--- config.mk ---
export PLATFORM = sky130hd
export DESIGN_NAME = bmf_approx_lut_pipe
export DESIGN_NICKNAME = d
export VERILOG_FILES = /design/src/rtl/bmf_approx_lut_pipe.sv
export SDC_FILE = /design/constraint.sdc
export NUM_CORES = 1
export LEC_CHECK = 0
export BUFFER_PORTS_ARGS = -buffer_cell sky130_fd_sc_hd__buf_4
export CAP_MARGIN = 20
export CORE_ASPECT_RATIO = 1.25
export CORE_MARGIN = 8
export CORE_UTILIZATION = 26
export CTS_BUF_LIST = sky130_fd_sc_hd__clkbuf_8 sky130_fd_sc_hd__clkbuf_16
export DETAILED_ROUTE_END_ITERATION = 16
export SLEW_MARGIN = 25
export SYNTH_ARGS = -nofsm -noshare
export SYNTH_HDL_FRONTEND = slang
export SYNTH_SLANG_ARGS = --single-unit
export TNS_END_PERCENT = 10
--- constraint.sdc ---
create_clock -name clk -period 4.5 [get_ports clk]
set_input_delay 0.45 -clock clk [delete_from_list [all_inputs] [get_ports clk]]
set_output_delay 0.45 -clock clk [all_outputs]
set_load 0.05 [all_outputs]
--- src/rtl/bmf_approx_lut_pipe.sv ---
// bmf_approx_lut_pipe: runtime-programmable Boolean-matrix-factorisation approximate-logic unit.
//
// A compressor maps N_IN partition inputs onto K latent bits, using one loadable truth-table LUT
// per latent bit (W_i, 2**N_IN entries each). A decompressor then maps the K latent bits onto
// M_OUT outputs through a loadable M_OUT x K Boolean matrix H:
//   out_data[j] = OR_i (k[i] & H[j][i])
// Two registered stages with valid/ready flow control. Tables are written through a small
// configuration port that only accepts writes while the pipeline is empty.
//
// Optional feature (macro BMF_XOR_MODE_EN): adds a 1-bit mode register, written through
// cfg_tgt == K with cfg_addr all-ones (cfg_wdata[0]). With mode = 1 the expansion uses XOR
// (GF(2) factorisation) instead of OR. Without the macro only OR is built.
//
// Ports:
//   clk        single clock
//   rst        synchronous reset, active-high; clears tables and drops in-flight words
//   in_valid   input word valid
//   in_ready   unit accepts input this cycle
//   in_data    partition inputs (bit 0 = pi0)
//   out_valid  result valid
//   out_ready  downstream accepts result
//   out_data   approximate outputs (bit j = po_j), registered
//   cfg_we     configuration write strobe
//   cfg_tgt    0..K-1 selects LUT W_i, K selects an H row
//   cfg_addr   LUT entry index, or H row index
//   cfg_wdata  LUT write uses bit 0, H row write uses all K bits
//   cfg_ready  write accepted this cycle (pipeline empty)
module bmf_approx_lut_pipe #(
  parameter int N_IN   = 6,
  parameter int K      = 3,
  parameter int M_OUT  = 4,
  parameter int TGT_W  = $clog2(K + 1),
  parameter int ADDR_W = (N_IN > $clog2(M_OUT)) ? N_IN : $clog2(M_OUT)
) (
  input  logic              clk,
  input  logic              rst,
  input  logic              in_valid,
  output logic              in_ready,
  input  logic [N_IN-1:0]   in_data,
  output logic              out_valid,
  input  logic              out_ready,
  output logic [M_OUT-1:0]  out_data,
  input  logic              cfg_we,
  input  logic [TGT_W-1:0]  cfg_tgt,
  input  logic [ADDR_W-1:0] cfg_addr,
  input  logic [K-1:0]      cfg_wdata,
  output logic              cfg_ready
);

  localparam int                DEPTH     = 2 ** N_IN;
  localparam logic [TGT_W-1:0]  TGT_H     = TGT_W'(K);
  localparam logic [ADDR_W-1:0] ADDR_ONES = '1;

  // Packed tables so reset and per-bit writes stay plain vector operations.
  logic [K-1:0][DEPTH-1:0] w_lut;
  logic [M_OUT-1:0][K-1:0] h_mat;

  logic              s1_valid;
  logic [K-1:0]      s1_k;
  logic [K-1:0]      k_lookup;
  logic [M_OUT-1:0]  expand;
  logic              accept;
  logic              s2_open;
  logic              cfg_fire;

`ifdef BMF_XOR_MODE_EN
  logic              xor_mode;
`endif

  // Stage 2 can take a new word when empty or when its current word leaves this cycle.
  assign s2_open   = ~out_valid | out_ready;
  // Config strobe blocks input so a write never races an accept.
  assign in_ready  = ~rst & ~cfg_we & (~s1_valid | ~out_valid | out_ready);
  assign cfg_ready = ~rst & ~s1_valid & ~out_valid;
  assign accept    = in_valid & in_ready;
  assign cfg_fire  = cfg_we & cfg_ready;

  always_comb begin
    k_lookup = '0;
    for (int i = 0; i < K; i++) begin
      k_lookup[i] = w_lut[i][in_data];
    end
  end

  always_comb begin
    expand = '0;
    for (int j = 0; j < M_OUT; j++) begin
      for (int i = 0; i < K; i++) begin
`ifdef BMF_XOR_MODE_EN
        if (xor_mode) begin
          expand[j] = expand[j] ^ (s1_k[i] & h_mat[j][i]);
        end else begin
          expand[j] = expand[j] | (s1_k[i] & h_mat[j][i]);
        end
`else
        expand[j] = expand[j] | (s1_k[i] & h_mat[j][i]);
`endif
      end
    end
  end

  // Configuration tables.
  always_ff @(posedge clk) begin
    if (rst) begin
      w_lut <= '0;
      h_mat <= '0;
`ifdef BMF_XOR_MODE_EN
      xor_mode <= 1'b0;
`endif
    end else if (cfg_fire) begin
      for (int i = 0; i < K; i++) begin
        if (cfg_tgt == TGT_W'(i)) begin
          w_lut[i][cfg_addr[N_IN-1:0]] <= cfg_wdata[0];
        end
      end
`ifdef BMF_XOR_MODE_EN
      if (cfg_tgt == TGT_H && cfg_addr == ADDR_ONES) begin
        xor_mode <= cfg_wdata[0];
      end else
`endif
      if (cfg_tgt == TGT_H) begin
        // Rows at or beyond M_OUT match no j and are dropped.
        for (int j = 0; j < M_OUT; j++) begin
          if ({1'b0, cfg_addr} == (ADDR_W + 1)'(j)) begin
            h_mat[j] <= cfg_wdata;
          end
        end
      end
    end
  end

  // Pipeline stages.
  always_ff @(posedge clk) begin
    if (rst) begin
      s1_valid  <= 1'b0;
      s1_k      <= '0;
      out_valid <= 1'b0;
      out_data  <= '0;
    end else begin
      if (accept) begin
        s1_valid <= 1'b1;
        s1_k     <= k_lookup;
      end else if (s2_open) begin
        s1_valid <= 1'b0;
      end
      if (s2_open) begin
        out_valid <= s1_valid;
        // out_data only changes when a real word moves in; it holds across bubbles.
        if (s1_valid) begin
          out_data <= expand;
        end
      end
    end
  end

endmodule

==> results.toml <==
[clocking]
cts.sinks = 213
numCtsBuffers = 22
htree_levels = 1
cts_setup_buffers = 0
cts_root_buf = "clkbuf_16"
cts_hold_buffers = 0
insertion_delay_ns = 0.52
path_clk_slew_ns = 0.06
cts_buffer_depth = 3
cts_resized = 0
cts_tree = "built"

[floorplan]
initial_utilization_pct = 26.1
die_w_microns = 195
io_pins = 29
dieArea_sq_um = 46600
rows = 82
core-area_sq_um = 39700
die_y_microns = 239

[timing]
slew_headroom_pct = 39.1
worst_hold_slack_ns = 0.208
maxSlewViolCount = 0
tns_ns = 0
finalCritPeriodShare_pct = 66.0
period_needed_ns = 2.97
hold_viol = 0
clock_skew_ns = 0.0130
worst_pin_slew_ns = 0.913
max_freq_mhz = 336
worst_slack_ns = 1.53
setup_violations = 0
rsz0062_at_grt = "false"

[synthesis]
yosys-top-cells-count = "213 x dfxtp_1, 198 x o21ai_0, 197 x nand3_1"
seq_area_frac_synth_pct = 41.1
async_flop_share_pct = 0
yosysMostFrequentCell = "dfxtp_1"
synth.distinct_cells = 44
synth.top_cell.area_share_pct = 41.1
synth.area.top_cells = "dfxtp_1 41%, o21ai_0 9.5%, nand3_1 9.5%"
syn_avg_cell_area_sq_um = 8.24
synth_area_sq_um = 10400
ys_ff_latch = 213
syn-num-nets = 1281
synth_warnings = 0
synth-main-ff-cell = "dfxtp_1"
synth_cells = 1259
synth_edf_count = 0
yosys.area.top_type = "dfxtp_1"

[route]
ant_nets = 0
drt-total-wl_mm = 34.1
firstDrtPassIters = 5
route.detailed.drc = 0
wl_per_cell_microns = 19.8
vias = 9717
drt-initial-drc-count = 1115
avgViaCountPerCell = 5.64

[run]
maxCapViolCount = 0

[global_route]
grtUsageMet1_pct = 17.6
grt_pass1_wl_mm = 53.1
grtUsageMet3_pct = 2.15
grt_max_degree = 116
grt_pass1_vias = 9248
overflow = 0
antenna_found_initial = 1
gr-max-usage-layer = "met2"
grtUsageTotal_pct = 14.1
met2_usage_pct = 23.6

[power_and_ir_drop]
switchingPower_mw = 1.02
pwr-share-comb_pct = 7.1
swShare_pct = 25.0
clock_power_share_pct = 46.4
cellLeakagePower_nw = 3.53
p_int_mw = 3.06
power_per_cell_area_nw_per_um2 = 352
p_seq_share_pct = 46.4
irDropWorstVdd_uv = 200

[placed_design]
pre_cts_ws_ns = 1.35
gp_congestion = 0.830
hpwl_mm = 20.4
placed_cell_area_sq_um = 10800
port_buffers = 28

[cells_and_area]
final_layout_size_suffix_gt1_share_pct = 10.8
area_delta_synth_final_pct = 11.6
fin_nets = 1226
fin_util_pct = 29.2
stdcell_area_sq_um = 11600
antenna_cells = 0

[worst_setup_path]
arrival_ns = 2.52
crit_chain = "buf_6 > buf_6 > nor2_1 > and2_1 > buf_4"
cpMaxStageDelayCell = "buf_6"
cpPeakStageDelay_ns = 0.71
crit_fanout = 110
setup.worst_path.class = "input port to output pin"
start_kind = "input port"
cp-end-kind = "output pin"
worst_ep_required_time_ns = 4.05
crit_path_frequent_cell = "buf_6"

[status]
status = "finished, final reports clean"

[min_path]
min-delay-path-class = "input port to flip-flop"
[area by class of cell]
cell class                 instances  area (sq um)
timing repair buffer              43           347
multi-input combinational        921          5600
inverter                           3          11.3
tap                              504           631
sequential                       213          4260
clock inverter                    12           103
fill                            4158         28100
clock buffer                      27           631
[power groups by stage]
stage | combinational (mW) | sequential, mW | clock [mW]
4_1_cts | 0.285 | 1.89 | 1.91
3_3_place_gp | 0.283 | 1.93 | 0
2_1_floorplan | 0.181 | 1.94 | 0
5_1_grt | 0.306 | 1.89 | 1.98
6_report | 0.291 | 1.89 | 1.89
3_5_place_dp | 0.285 | 1.93 | 0
[path summary, 6_finish.rpt]
check	from	end	slack (ns)	cells past startpoint
worst max-delay path	rst	in_ready	1.53	5
worst min-delay path	cfg_wdata[1]	h_mat[4]	0.21	3
worst max register to register	out_valid	w_lut[84]	1.97	6
worst min register to register	w_lut[102]	w_lut[102]	0.47	2
[placed cells by master (no fill, tap or decap), types with 3 or more instances in the layout]
cell	n
dfxtp_1	213
o21ai_0	198
nand3_1	197
a21oi_1	194
nor2_1	96
nand2_1	79
buf_4	39
mux4_2	34
mux2i_1	27
clkbuf_16	23
mux4_1	10
inv_1	9
and2_1	7
a211oi_1	7
mux2_2	6
nand3b_1	5
or3b_2	4
nor3b_2	4
and3b_1	4
a31oi_1	4
a222oi_1	4
clkbuf_8	4
clkinv_2	4
nor3_1	3
nor2b_1	3
a22oi_1	3
a2bb2oi_1	3
a221o_1	3
buf_6	3
[worst max-delay path, delay by kind of cell]
family	cells	cell delay (ns)
buffers and inverters	3	1.44
and+or+nand+nor	2	0.37
[routing by layer]
layer | up-vias | share of wire (%)
met5 | - | 0.038
met4 | 2 | 3.8
met3 | 79 | 7.5
met2 | 437 | 48
met1 | 4731 | 41
li1 | 4468 | -
[registers in the layout, summed over array words and instances, names as in the netlist]
name	count
w_lut	192
h_mat	12
out_data	4
s1_k	3
out_valid	1
s1_valid	1
[kinds of logic after synthesis]
logic type | count (synthesis) | share of synthesized area, %
AND/OR/NAND/NOR | 420 | 19.1
multiplexers | 77 | 13.2
AO/OA/AOI/OAI | 424 | 21.4
flip-flops | 213 | 41.1
buffers and inverters | 125 | 5.20
[through the flow]
step,power (mW),std cells
after floorplan,2.12,1259
after detailed placement,2.22,1684
final,4.07,1723
after global routing,4.18,1723
after global placement,2.22,1684
after CTS,4.09,1723
(Power assumes the default switching activity.)
